<file path="src/rtl/cv32e40x_dbg_trace_buffer.sv">
// Debug trace buffer: circular capture of retired-instruction debug records with
// trigger/post-trigger stop, then drained to a reader over valid/ready.
module cv32e40x_dbg_trace_buffer #(
   parameter int unsigned DEPTH     = 8,
   parameter int unsigned POST_TRIG = 4
) (
   input  logic                       clk,
   input  logic                       rst_n,
   input  logic                       arm_i,
   input  logic                       trig_en_i,
   input  logic [6:0]                 trig_opcode_i,
   input  logic                       rec_valid_i,
   input  logic [31:0]                instr_i,
   input  logic                       is_compressed_i,
   input  logic                       rf_we_i,
   input  logic [4:0]                 rf_waddr_i,
   input  logic                       illegal_insn_i,
   output logic                       rd_valid_o,
   input  logic                       rd_ready_i,
   output logic [39:0]                rd_data_o,
   output logic [1:0]                 state_o,
   output logic [$clog2(DEPTH+1)-1:0] count_o,
   output logic [7:0]                 dropped_o
);

   localparam int unsigned PW = $clog2(DEPTH);
   localparam int unsigned CW = $clog2(DEPTH+1);
   localparam logic [PW-1:0] PTR_ONE  = PW'(1);
   localparam logic [CW-1:0] CNT_ONE  = CW'(1);
   localparam logic [CW-1:0] CNT_FULL = CW'(DEPTH);

   typedef enum logic [1:0] {
      IDLE  = 2'd0,
      ARMED = 2'd1,
      POST  = 2'd2,
      DONE  = 2'd3
   } state_e;

   state_e         state_reg, state_next;
   logic [CW-1:0]  post_cnt_reg, post_cnt_next;
   logic [CW-1:0]  count_reg;
   logic [PW-1:0]  wr_ptr_reg, rd_ptr_reg;
   logic [7:0]     dropped_reg;
   logic [39:0]    mem [DEPTH];

   logic           trig;
   logic           capture;
   logic           pop;
   logic           full;
   logic           empty;
   logic [39:0]    rec_word;

   assign full     = (count_reg == CNT_FULL);
   assign empty    = (count_reg == '0);
   assign trig     = rec_valid_i & (illegal_insn_i | (trig_en_i & (instr_i[6:0] == trig_opcode_i)));
   assign capture  = !arm_i & rec_valid_i & ((state_reg == ARMED) | (state_reg == POST));
   assign pop      = !arm_i & (state_reg == DONE) & !empty & rd_ready_i;
   assign rec_word = {illegal_insn_i, rf_we_i, rf_waddr_i, is_compressed_i, instr_i};

   always_comb begin
      state_next    = state_reg;
      post_cnt_next = post_cnt_reg;
      if (arm_i) begin
         state_next    = ARMED;
         post_cnt_next = '0;
      end else begin
         case (state_reg)
            ARMED: begin
               if (trig) begin
                  if (POST_TRIG == 0) begin
                     state_next = DONE;
                  end else begin
                     state_next    = POST;
                     post_cnt_next = CW'(POST_TRIG);
                  end
               end
            end
            POST: begin
               // Triggers are ignored here; only the post-record countdown matters.
               if (rec_valid_i) begin
                  post_cnt_next = post_cnt_reg - CNT_ONE;
                  if (post_cnt_reg == CNT_ONE) state_next = DONE;
               end
            end
            DONE: begin
               if (empty || (pop && (count_reg == CNT_ONE))) state_next = IDLE;
            end
            default: ;
         endcase
      end
   end

   always_ff @(posedge clk or negedge rst_n) begin
      if (!rst_n) begin
         state_reg    <= IDLE;
         post_cnt_reg <= '0;
      end else begin
         state_reg    <= state_next;
         post_cnt_reg <= post_cnt_next;
      end
   end

   always_ff @(posedge clk or negedge rst_n) begin
      if (!rst_n) begin
         wr_ptr_reg  <= '0;
         rd_ptr_reg  <= '0;
         count_reg   <= '0;
         dropped_reg <= '0;
      end else if (arm_i) begin
         wr_ptr_reg  <= '0;
         rd_ptr_reg  <= '0;
         count_reg   <= '0;
         dropped_reg <= '0;
      end else if (capture) begin
         wr_ptr_reg <= wr_ptr_reg + PTR_ONE;
         // A full buffer loses its oldest record so the pipeline never stalls.
         if (full) begin
            rd_ptr_reg <= rd_ptr_reg + PTR_ONE;
            if (dropped_reg != 8'hFF) dropped_reg <= dropped_reg + 8'd1;
         end else begin
            count_reg <= count_reg + CNT_ONE;
         end
      end else if (pop) begin
         rd_ptr_reg <= rd_ptr_reg + PTR_ONE;
         count_reg  <= count_reg - CNT_ONE;
      end
   end

   always_ff @(posedge clk) begin
      if (capture) mem[wr_ptr_reg] <= rec_word;
   end

   assign rd_valid_o = (state_reg == DONE) & !empty;
   assign rd_data_o  = rd_valid_o ? mem[rd_ptr_reg] : '0;
   assign state_o    = state_reg;
   assign count_o    = count_reg;
   assign dropped_o  = dropped_reg;

endmodule

</file>
<file path="config.mk">
export PLATFORM = sky130hd
export DESIGN_NAME = cv32e40x_dbg_trace_buffer
export DESIGN_NICKNAME = d
export VERILOG_FILES = /design/src/rtl/cv32e40x_dbg_trace_buffer.sv
export SDC_FILE = /design/constraint.sdc
export NUM_CORES = 1
export LEC_CHECK = 0
export BUFFER_PORTS_ARGS = -buffer_cell sky130_fd_sc_hd__buf_4
export CAP_MARGIN = 20
export CORE_UTILIZATION = 41
export DETAILED_ROUTE_END_ITERATION = 12
export PLACE_DENSITY = 0.58
export REMOVE_ABC_BUFFERS = 1
export SETUP_SLACK_MARGIN = 0.3
export SLEW_MARGIN = 20
export SYNTH_ARGS = -nofsm -noshare
export SYNTH_HDL_FRONTEND = slang
export SYNTH_SLANG_ARGS = --single-unit
</file>
<file path="constraint.sdc">
create_clock -name clk -period 5.15 [get_ports clk]
set_input_delay 0.2575 -clock clk [delete_from_list [all_inputs] [get_ports clk]]
set_output_delay 0.2575 -clock clk [all_outputs]
set_load 0.01 [all_outputs]
</file>
==> key figures <==
STA
  • Final setup TNS: 0 ns
  • Final min period: 3.33 ns
  • Unrepaired setup endpoints after global routing: false
  • Final worst path period share: 0.646
  • Final-report setup violation count: 0
  • Hold Worst Slack: 0.0220 ns
  • Fmax: 300 MHz
  • Hold Vio Cnt, Final: 0
  • Max Transition Viols Final: 0
  • Worst-Margin Slew: between 0.9 and 1 ns
  • Setup Skew: 0.0114 ns
  • Slew margin rel.: 0.347

Worst setup path
  • Slowest cell delay on critical path: 1.02 ns
  • Capturing point of the worst reg2reg path: mem[5][18]
  • CP max-delay cell: dfrtp_4
  • Buf/Inv on CP: 2
  • Critical path class: reg2out
  • Reg2reg start: state_o[0]
  • Crit-path cells: buf_12 -> mux4_2 -> mux2i_1 -> nor2_1 -> buf_4
  • CP max FO: 46
  • Cell count of the worst reg-to-reg path: 6
  • Worst EP arrival: 3.07 ns
  • Worst Path Required: about 5 ns
  • Crit start category: flip-flop
  • Critical path's top delay family: flip-flops
  • Flop-to-flop setup slack: 2.03 ns
  • Crit path capture type: primary output

GRT
  • Largest net degree at the start of global routing: 51
  • Vias in the first global route: 7404
  • Gr ovfl total: 0
  • Gr usage total: 0.170
  • First-pass GRT wire length: 43300 µm
  • Antenna violations before repair: 1

Logic synthesis
  • Synth cell types: between 40 and 50
  • Avg Inst Size Synth: 19.9 µm²
  • Cells after Synth: 691
  • #FFs+latches synth: 344
  • Sequential share of the synthesized area: 0.744
  • Asr flop ratio synth: 0.0698
  • Synth Cell Area: approximately 14000 µm²
  • Most used DFF post-synth: edfxtp_1
  • YS warnings: 0
  • Post-synth EDFFs: 320

Clock network
  • Max clock buf depth: 3
  • H-tree depth: 2
  • Total clock buffers created by CTS: 37
  • CTS clk-pin slew, worst paths: about 0.060 ns
  • CTS root buf: clkbuf_16
  • Buffer count from post-CTS setup fixing: 0
  • CTS Sinks: ~340
  • Worst-skew pair later-pin latency: 0.51 ns
  • CTS tree: yes

Place
  • Port bufs: 107
  • Hpwl dp: between 15000 and 20000 µm
  • Gpl congestion: 0.775

Floorplanning
  • Core Box Area: 32700 µm²
  • Die Y: between 150 and 200 µm
  • Initial core utilization: 0.420
  • Die area: 34200 µm²
  • # rows: 66
  • Ports: 108
  • Die W: 185 µm

Pwr
  • Sequential power share: 0.451
  • Power density over the cells: ~460 nW/µm²
  • Max IR drop VDD: 0.223 mV
  • Switching pwr: 1980 µW
  • Clock Power Share: 0.347
  • Comb power frac: 0.202
  • Leakage: around 0.0056 µW
  • Switching share of total power: 0.258
  • Cell-internal power: 5700 µW

Run
  • Max-capacitance violation count: 0

Min path
  • Hold path startpoint: instr_i[3]
  • Hold Path End: mem[2][3]
  • Min-delay worst type: in2reg
  • Hold Crit Depth: 1

Drt
  • Initial DRC Count: between 400 and 500
  • DRT Pass-1 Iters: 4
  • Residual DRC: 0
  • Routed len/inst: 21.0 µm
  • Via Count: between 6000 and 7000
  • Final antenna-violating net count: 0
  • Vias/cell: 5.23
  • Routed WL: 27800 µm

Finish
  • Layout cells sized above 1: 0.310
  • Number of nets in the layout: between 900 and 1000
  • Synth-to-Final Area Change: 21.9%
  • Most flop-heavy register: mem
  • Largest register FFs: 320

Outcome
  • Status: finished, final reports clean
==> metrics by stage <==
step	instances	util	total power, µW	instance area (µm²)	setup slack (ns)
final	1324	0.512	7680	16700	1.82
after detailed placement	1217	0.462	5090	15100	1.95
after floorplan	657	-	4570	13600	0.620
after CTS	1322	0.511	7790	16700	1.67
after global placement	1217	0.462	5040	15100	2.00
after global routing	1324	0.512	8030	16700	1.56
==> routing by layer <==
layer,track usage,vias to the layer above,wire length [µm]
met1,0.245,3608,12700
met2,0.270,188,13400
met3,0.0307,31,1310
li1,-,3103,-
met5,0,-,0
met4,0.0377,0,397
==> cell families after synthesis <==
group / count (synthesis) / synth area share
XOR/XNOR: 21 / 0.0134
buffers and inverters: 45 / 0.0133
AND/OR/NAND/NOR: 120 / 0.0413
AO/OA/AOI/OAI: 25 / 0.0136
flip-flops: 344 / 0.744
multiplexers: 124 / 0.164
adder cells (fa/ha/maj): 12 / 0.0109
==> final cells by class <==
type	count	area [µm²]
Antenna cell	1	2.50
Clock buffer	50	1020
Clock inverter	18	215
Fill cell	2692	16000
Inverter	11	41.3
Multi-Input combinational cell	302	3400
Sequential cell	344	10200
Tap cell	442	553
Timing Repair Buffer	156	1290
==> layout by cell type, fill, tap and decap left out, drive strengths merged, types with 3 or more instances in the layout <==
| cell type | n |
|---|---|
| dfrtp | 24 |
| nand4 | 7 |
| ha | 12 |
| xnor2 | 10 |
| inv | 12 |
| xor2 | 11 |
| bufinv | 5 |
| nor3 | 3 |
| nand3 | 5 |
| mux4 | 80 |
| edfxtp | 320 |
| nor2 | 67 |
| clkbuf | 50 |
| mux2i | 42 |
| a21oi | 6 |
| nand2 | 18 |
| o21ai | 3 |
| dlygate4sd3 | 37 |
| clkinv | 12 |
| or3 | 4 |
| buf | 119 |
| nand2b | 5 |
==> Yosys cell counts (2+ instances only) <==
| cell | n | area share |
|---|---|---|
| a31oi_1 | 2 | 0.00091 |
| or3_1 | 3 | 0.0014 |
| nand4_1 | 7 | 0.0032 |
| nor3_1 | 3 | 0.0011 |
| inv_1 | 11 | 0.0030 |
| xor2_1 | 11 | 0.0070 |
| nor2_1 | 67 | 0.018 |
| mux4_2 | 80 | 0.13 |
| or4_1 | 2 | 0.0011 |
| clkbuf_1 | 13 | 0.0036 |
| dfrtp_1 | 24 | 0.044 |
| a21oi_1 | 6 | 0.0022 |
| edfxtp_1 | 320 | 0.70 |
| buf_2 | 10 | 0.0036 |
| o311ai_0 | 2 | 0.0013 |
| o21ai_0 | 3 | 0.0011 |
| mux2i_1 | 42 | 0.031 |
| nand3_1 | 5 | 0.0018 |
| nor2b_1 | 2 | 0.00091 |
| ha_1 | 12 | 0.011 |
| buf_1 | 10 | 0.0027 |
| o31ai_1 | 2 | 0.0011 |
| nand2b_1 | 5 | 0.0023 |
| nand2_1 | 18 | 0.0049 |
| xnor2_1 | 10 | 0.0064 |
==> power groups by stage <==
stage,Sequential [µW],Combinational [µW],Clock (µW)
floorplan,3520,1050,0
global placement,3520,1520,0
detailed placement,3530,1560,0
CTS,3470,1580,2730
global route,3500,1700,2830
finish,3460,1550,2660
==> worst max path at each step <==
stage	end	startpoint	cells after the start	slack, ns
detailed placement	mem[4][3]	state_o[0]	6	1.95
floorplan	mem[1][0]	state_o[0]	5	0.62
CTS	rd_data_o[4]	rd_ptr_reg[0]	5	1.67
global route	rd_data_o[4]	rd_ptr_reg[0]	5	1.56
global placement	mem[4][4]	state_o[0]	6	2.00
finish	rd_data_o[4]	rd_ptr_reg[0]	5	1.82
==> repair_timing <==
action	in CTS	in global routing
gates resized for setup	0	0
endpoints found under the hold margin	311	0
hold buffers	37	0
Power figures use the tool's default switching activity.
